<file path="config.mk">
export PLATFORM = sky130hd
export DESIGN_NAME = par2ser_stream
export DESIGN_NICKNAME = d
export VERILOG_FILES = /design/src/rtl/par2ser_stream.sv
export SDC_FILE = /design/constraint.sdc
export NUM_CORES = 1
export LEC_CHECK = 0
export ABC_AREA = 1
export CAP_MARGIN = 20
export CORE_MARGIN = 4
export CORE_UTILIZATION = 30
export DETAILED_ROUTE_END_ITERATION = 6
export PLACE_DENSITY_LB_ADDON = 0.3
export SLEW_MARGIN = 20
export SYNTH_ARGS = -nofsm -noshare
export SYNTH_HDL_FRONTEND = slang
export SYNTH_SLANG_ARGS = --single-unit
</file>
<file path="constraint.sdc">
create_clock -name clk_i -period 1.15 [get_ports clk_i]
set_input_delay 0.23 -clock clk_i [delete_from_list [all_inputs] [get_ports clk_i]]
set_output_delay 0.23 -clock clk_i [all_outputs]
set_load 0.1 [all_outputs]
</file>
<file path="src/rtl/par2ser_stream.sv">
// par2ser_stream: parameterised fabric-only parallel-to-serial converter.
// LANES words of DATA_WIDTH bits enter through a valid/ready handshake into a
// one-word holding buffer, then shift out one bit per ser_en_i cycle per lane.
// All lanes share one handshake, one FSM and one bit counter.
// Optional macro PAR2SER_STREAM_UNDERRUN_CNT_EN adds a saturating 16-bit
// underrun counter on underrun_cnt_o.

// Per-lane storage: holding buffer plus shift register.
module par2ser_stream_lane #(
  parameter int DATA_WIDTH = 10,
  parameter int MSB_FIRST  = 0
) (
  input  logic                  gclk,
  input  logic                  grst_n,
  input  logic                  buf_we,
  input  logic                  load,
  input  logic                  shift,
  input  logic [DATA_WIDTH-1:0] din,
  output logic                  dout
);
  logic [DATA_WIDTH-1:0] buf_q;
  logic [DATA_WIDTH-1:0] sh;

  // Holding buffer captures the accepted word.
  always_ff @(posedge gclk or negedge grst_n) begin
    if (!grst_n)     buf_q <= '0;
    else if (buf_we) buf_q <= din;
  end

  // Shift register: reload from the buffer, or move one bit toward the output end.
  always_ff @(posedge gclk or negedge grst_n) begin
    if (!grst_n)         sh <= '0;
    else if (load)       sh <= buf_q;
    else if (shift) begin
      if (MSB_FIRST != 0) sh <= {sh[DATA_WIDTH-2:0], 1'b0};
      else                sh <= {1'b0, sh[DATA_WIDTH-1:1]};
    end
  end

  assign dout = (MSB_FIRST != 0) ? sh[DATA_WIDTH-1] : sh[0];
endmodule

module par2ser_stream #(
  parameter int DATA_WIDTH = 10,
  parameter int LANES      = 1,
  parameter int MSB_FIRST  = 0
) (
  input  logic                        clk_i,
  input  logic                        rst_n_i,
  input  logic                        par_valid_i,
  output logic                        par_ready_o,
  input  logic [LANES*DATA_WIDTH-1:0] par_data_i,
  input  logic                        ser_en_i,
  output logic [LANES-1:0]            ser_data_o,
  output logic                        ser_valid_o,
  output logic                        ser_last_o
`ifdef PAR2SER_STREAM_UNDERRUN_CNT_EN
  , output logic [15:0]               underrun_cnt_o
`endif
);
  localparam int CW = $clog2(DATA_WIDTH);
  localparam logic [CW-1:0] LAST_IDX = CW'(DATA_WIDTH - 1);

  typedef enum logic {IDLE, SHIFT} state_t;

  state_t                             state, state_n;
  logic [CW-1:0]                      cnt, cnt_n;
  logic                               buf_full, buf_full_n;
  logic                               ready_q;
  logic                               accept, load, shift, at_last;
  logic [LANES-1:0][DATA_WIDTH-1:0]   words;
  logic [LANES-1:0]                   lane_bit;
  logic [LANES-1:0]                   ser_data_q;
  logic                               ser_valid_q, ser_last_q;

  assign words   = par_data_i;
  assign accept  = par_valid_i && ready_q;
  assign at_last = (cnt == LAST_IDX);

  // Lane array: every lane sees the same load/shift strobes, so they stay in lockstep.
  for (genvar k = 0; k < LANES; k++) begin : g_lane
    par2ser_stream_lane #(.DATA_WIDTH(DATA_WIDTH), .MSB_FIRST(MSB_FIRST)) u_lane (
      .gclk   (clk_i),
      .grst_n (rst_n_i),
      .buf_we (accept),
      .load   (load),
      .shift  (shift),
      .din    (words[k]),
      .dout   (lane_bit[k])
    );
  end

  // Control state: FSM, bit counter, buffer flag and registered ready.
  always_ff @(posedge clk_i or negedge rst_n_i) begin
    if (!rst_n_i) begin
      state    <= IDLE;
      cnt      <= '0;
      buf_full <= 1'b0;
      ready_q  <= 1'b1;
    end else begin
      state    <= state_n;
      cnt      <= cnt_n;
      buf_full <= buf_full_n;
      ready_q  <= !buf_full_n;
    end
  end

  // Next-state logic; accept and reload never coincide since they need opposite buf_full.
  always_comb begin
    state_n    = state;
    cnt_n      = cnt;
    buf_full_n = buf_full;
    load       = 1'b0;
    shift      = 1'b0;
    if (accept) buf_full_n = 1'b1;
    case (state)
      IDLE: begin
        if (buf_full) begin
          load       = 1'b1;
          cnt_n      = '0;
          buf_full_n = 1'b0;
          state_n    = SHIFT;
        end
      end
      SHIFT: begin
        if (ser_en_i) begin
          if (!at_last) begin
            shift = 1'b1;
            cnt_n = cnt + CW'(1);
          end else if (buf_full) begin
            load       = 1'b1;
            cnt_n      = '0;
            buf_full_n = 1'b0;
          end else begin
            state_n = IDLE;
          end
        end
      end
      default: state_n = IDLE;
    endcase
  end

  // Output stage: registered copy of the current bit so no input reaches an output combinationally.
  always_ff @(posedge clk_i or negedge rst_n_i) begin
    if (!rst_n_i) begin
      ser_data_q  <= '0;
      ser_valid_q <= 1'b0;
      ser_last_q  <= 1'b0;
    end else begin
      ser_data_q  <= (state == SHIFT) ? lane_bit : '0;
      ser_valid_q <= (state == SHIFT);
      ser_last_q  <= (state == SHIFT) && at_last;
    end
  end

  assign par_ready_o = ready_q;
  assign ser_data_o  = ser_data_q;
  assign ser_valid_o = ser_valid_q;
  assign ser_last_o  = ser_last_q;

`ifdef PAR2SER_STREAM_UNDERRUN_CNT_EN
  logic        underrun;
  logic [15:0] underrun_cnt;

  assign underrun = (state == SHIFT) && ser_en_i && at_last && !buf_full;

  // Saturating count of SHIFT->IDLE underrun transitions.
  always_ff @(posedge clk_i or negedge rst_n_i) begin
    if (!rst_n_i)                             underrun_cnt <= '0;
    else if (underrun && underrun_cnt != 16'hFFFF) underrun_cnt <= underrun_cnt + 16'd1;
  end

  assign underrun_cnt_o = underrun_cnt;
`endif
endmodule
</file>
---- Yosys cells after proc, flatten, opt, wreduce, memory -nomap -nowiden ----
Cells that the tools add are included.
word-level totals
  input port bits ......................... 14
  ROM bits ................................ 0
  logic and storage cells ................. 39
  bits in registers ....................... 30
  memories kept ........................... 0
  output and inout port bits .............. 4
  latch bits .............................. 0
  bits in writable memories ............... 0
operators by class
  reductions and logical operators ........ 4
  $mul .................................... 0
  muxes and demuxes ....................... 22
  magnitude comparators ................... 0
  divide/modulo/power cells ............... 0
  shift-type cells ........................ 0
  equality and inequality tests ........... 2
  add/sub/neg operators ................... 1
  bitwise gates (word level) .............. 1
operators by type and width
  cell                                                           number
  10-bit two-way mux                                             2
  1-bit two-way mux                                              13
  4-bit two-way mux                                              3
  4-bit one-hot mux with 2 select lines                          1
  1-bit one-hot mux with 2 select lines                          3
  4-bit by 1-bit adder with 4-bit output, second input constant  1
  4-bit equality test, second input constant                     1
  1-bit logical AND                                              2
  2-bit inequality test, second input constant                   1
  2-bit nonzero test                                             1
  1-bit logical NOT                                              1
  1-bit NOT                                                      1

---- Depth between registers and ports, before layout ----
Gate-level depths: netlist of the first run.
  word-level depth ........................ 7
  depth in mapped cells ................... 9

---- Hierarchy ----
Synthesis of the first run repeated with hierarchy kept, for this count alone.
second synthesis, totals
  cells, all modules ...................... 177
  area, all modules ....................... 1421.4 um2
by module, submodules not included
  module               cells an instance  area an instance (um2)  instances
  par2ser_stream_lane  113                890.9                   1
  par2ser_stream       64                 530.5                   1

---- Worst setup path after synthesis of the first run ----
No wires, ideal clock.
  path type ............................... register to register
  from .................................... reg ready_q, in the netlist par_ready_o
  to ...................................... reg g_lane[0].u_lane.buf_q[0]
  path slack .............................. -0.315 ns
  cell stages (with the launch flop) ...... 5
  data arrival time ....................... 1.332 ns
  clock period less this slack ............ 1.465 ns
  cells stage by stage .................... dfstp_2 -> nand2_1 -> clkbuf_1 -> nor2_1 -> a21oi_1
on the way
  cells in the longest elaborated chain, start to end .. 1
RTL lines
  element                 line  source
  from (decl)             69    logic ready_q;
  from (signal assigned)  104   ready_q <= !buf_full_n;
  1-bit logical AND       77    assign accept = par_valid_i && ready_q;
  to (signal assigned)    27    else if (buf_we) buf_q <= din;
  to (decl)               21    logic [DATA_WIDTH-1:0] buf_q;
No other way between the ends.
A chain may end at the register's enable or synchronous reset.

---- Worst setup path after layout of the first run ----
  from .................................... reg ready_q, in the netlist par_ready_o
  to ...................................... out par_ready_o
RTL lines
  element    line  source
  to (decl)  51    output logic par_ready_o,
No word-level cell between the ends.

==> results.sh, run 1 <==
export IMPL_grt_busiest_layer="met2"
export IMPL_syn2layout_area_growth_pct=67.3
export IMPL_core_area_um2=4380
export IMPL_final_common_cell="dfrtp_1"
export IMPL_grtUsageMet3_pct=4.49
export IMPL_leakagePower_nw=1.09
export IMPL_antenna_cells=0
export IMPL_clk_path_buf_depth=2
export IMPL_violations="negative setup slack"
export IMPL_worst_slew_pin_slew_ps=600
export IMPL_critPathMaxStageDelay_ps=640
export IMPL_grt_pass1_wl_um=5040
export IMPL_finClkSkew_ps=10.4
export IMPL_worst_skew_pair_late_latency_ps=290
export IMPL_syn_nets=175
export IMPL_synth_ff_type="dfrtp_1"
export IMPL_fp_row_count=24
export IMPL_final_util_pct=51.9
export IMPL_avgSynthCellArea_um2=8.56
export IMPL_max_freq_mhz=758
export IMPL_clock_sinks=30
export IMPL_vdd_ir_drop_worst_mv=1.12
export IMPL_drt_iter0_drc=44
export IMPL_worstPathRequired_ps=920
export IMPL_ant_nets=0
export IMPL_ys_seq_area_share_pct=55.2
export IMPL_synthArstFlopShare_pct=100
export IMPL_end_kind="primary output"
export IMPL_start_util_pct=31.1
export IMPL_antenna_found_initial=0
export IMPL_syn_inst=159
export IMPL_use_met2_pct=21.6
export IMPL_slew_headroom_pct=59.9
export IMPL_cts_inserted_buffers=5
export IMPL_power_density_nw_per_um2=2300
export IMPL_outcome="finished with violations"
export IMPL_setup_violations_final=16
export IMPL_drc=0
export IMPL_grt_ovfl_total=0
export IMPL_setup_tns_ps=-1460
export IMPL_ioPinCount=18
export IMPL_path_depth=1
export IMPL_wl_um=3250
export IMPL_cts_reportedPaths_clkPinSlew_ps=70
export IMPL_grt_pass1_vias=1173
export IMPL_routed_via_count=1220
export IMPL_dieArea_um2=5680
export IMPL_wl_per_cell_um=12.7
export IMPL_dp_hpwl_um=1960
export IMPL_path_cells="buf_12"
export IMPL_worst_path_buf_inv=1
export IMPL_crit_path_top_delay_cell="dfstp_4"
export IMPL_period_share_pct=115
export IMPL_drive_gt1_share_pct=41.2
export IMPL_final_cell_mix="29 x dfrtp_1, 25 x inv_1, 21 x nand2_1"
export IMPL_drv_slew=0
export IMPL_die_height_um=75.4
export IMPL_nets=219
export IMPL_yosys_register_bits=30
export IMPL_synth_edf_count=0
export IMPL_post_dp_cell_area_um2=1850
export IMPL_synth_distinct_cells=20
export IMPL_critical_path_arrival_ps=1090
export IMPL_grtUsageTotal_pct=12.1
export IMPL_timing_final_ws_setup_ps=-170
export IMPL_r2r_slack_ps=-140
export IMPL_critPathMaxFanout=2
export IMPL_use_met1_pct=12.3
export IMPL_grt_max_degree=31
export IMPL_drt_pass1_iter_count=4
export IMPL_holdBufCountCts=0
export IMPL_crit_path_start_kind="register"
export IMPL_rsz0062_at_grt="yes"
export IMPL_fin_cells=256
export IMPL_cts_tree="yes"
export IMPL_vias_per_cell=4.77
export IMPL_place_gp_congestion=0.712
export IMPL_syn_area_um2=1360
export IMPL_port_buffers=17
export IMPL_min_period_ps=1320
export IMPL_h_tree_depth=2
export IMPL_crit_type="reg2out"
export IMPL_ff2ff_path_depth=8
export IMPL_dpl_cell_count=240
export IMPL_cts_root_buffer_cell="clkbuf_8"
export IMPL_crit_family="flip-flops"
export IMPL_stdcell_area_um2=2280
export IMPL_die_x_um=75.4
export IMPL_maxCapViolations=0
export IMPL_hold_viol=0
export IMPL_hold_class="in2async"
export IMPL_yosysWarnings=0
## synthesized netlist by cell type, types with 2 or more instances
cell type	count	share of area (%)
nand3_2	2	1.5
inv_2	2	0.55
buf_4	2	1.1
inv_1	26	7.2
a21oi_1	10	3.7
o21ai_0	2	0.74
dfrtp_1	29	53
o22ai_1	3	1.4
nor2_1	12	3.3
nand2_1	28	7.7
buf_2	3	1.1
clkbuf_1	2	0.55
ha_1	2	1.8
nand3_1	30	11
## report_power, final
part	total [mW]	switching [mW]	internal [mW]	leakage, nW
logic	2.27	1.27	1.00	0.657
registers	1.64	0.187	1.46	0.361
clock network	1.32	0.397	0.924	0.0714
## repair_timing
action	CTS	global route
buffers inserted	4	1
resized for setup	17	26
gates cloned	0	3
endpoints found under the hold margin	0	0
endpoints found under the setup margin	17	27
pin swaps	4	0
## per-layer routing
layer	vias up	wire, um
li1	596	-
met2	30	1610
met5	-	0
met4	0	74
met3	8	177
met1	586	1400
## registers in the layout, indices dropped and copies added, names as in the netlist
signal and flops:
buf_full 1, cnt 4, g_lane.u_lane.buf_q 10, g_lane.u_lane.sh 10, par_ready_o 1, ser_data_o 1, ser_last_o 1, ser_valid_o 1
state 1
## worst paths after layout
| check | to | start |
|---|---|---|
| max in group asynchronous | par_ready_o$_DFF_PN1_ | rst_n_i |
| min | g_lane[0].u_lane.buf_q[4]$_DFFE_PN0P_ | rst_n_i |
| max | par_ready_o | par_ready_o$_DFF_PN1_ |
| min reg2reg | ser_data_o$_DFF_PN0_ | g_lane[0].u_lane.sh[0]$_DFFE_PN0P_ |
| max reg2reg | g_lane[0].u_lane.sh[7]$_DFFE_PN0P_ | cnt[1]$_DFFE_PN0P_ |
| min in group clk_i | state$_DFF_PN0_ | ser_en_i |
## through the flow
step                setup slack, ps  hold WS, ps  total power [mW]
global route                   -203          309              5.55
floorplan                     -97.4        -65.6              2.77
detailed placement             -457          466              3.42
CTS                            -169          307              5.00
global placement               -408          463              3.39
finish                         -170          310              5.24
## logic make-up after synthesis
family,synth area share [%]
buffers and inverters,11.3
adder cells (fa/ha/maj),1.84
flip-flops,55.2
AO/OA/AOI/OAI,6.99
XOR/XNOR,0.643
AND/OR/NAND/NOR,24.0
## cell type report
class                   instances  area, um2
clock buffers                   6       82.6
clock inverters                 2       60.1
fillers                       413       2110
inverters                      28        105
multi-input cells              95        716
flip-flops and latches         30        756
well taps                      52       65.1
repair buffers                 43        493
(Power assumes the default switching activity.)
==> run 2, diff against run 1 <==
--- a/config.mk
+++ b/config.mk
@@ -9,9 +9,11 @@
 export CAP_MARGIN = 20
 export CORE_MARGIN = 4
 export CORE_UTILIZATION = 30
+export CTS_BUF_LIST = sky130_fd_sc_hd__clkbuf_8 sky130_fd_sc_hd__clkbuf_16
 export DETAILED_ROUTE_END_ITERATION = 6
 export PLACE_DENSITY_LB_ADDON = 0.3
 export SLEW_MARGIN = 20
 export SYNTH_ARGS = -nofsm -noshare
 export SYNTH_HDL_FRONTEND = slang
 export SYNTH_SLANG_ARGS = --single-unit
+export TNS_END_PERCENT = 100
==> results of run 2 <==
Final layout, timing and power as in run 1 (identical DEF).
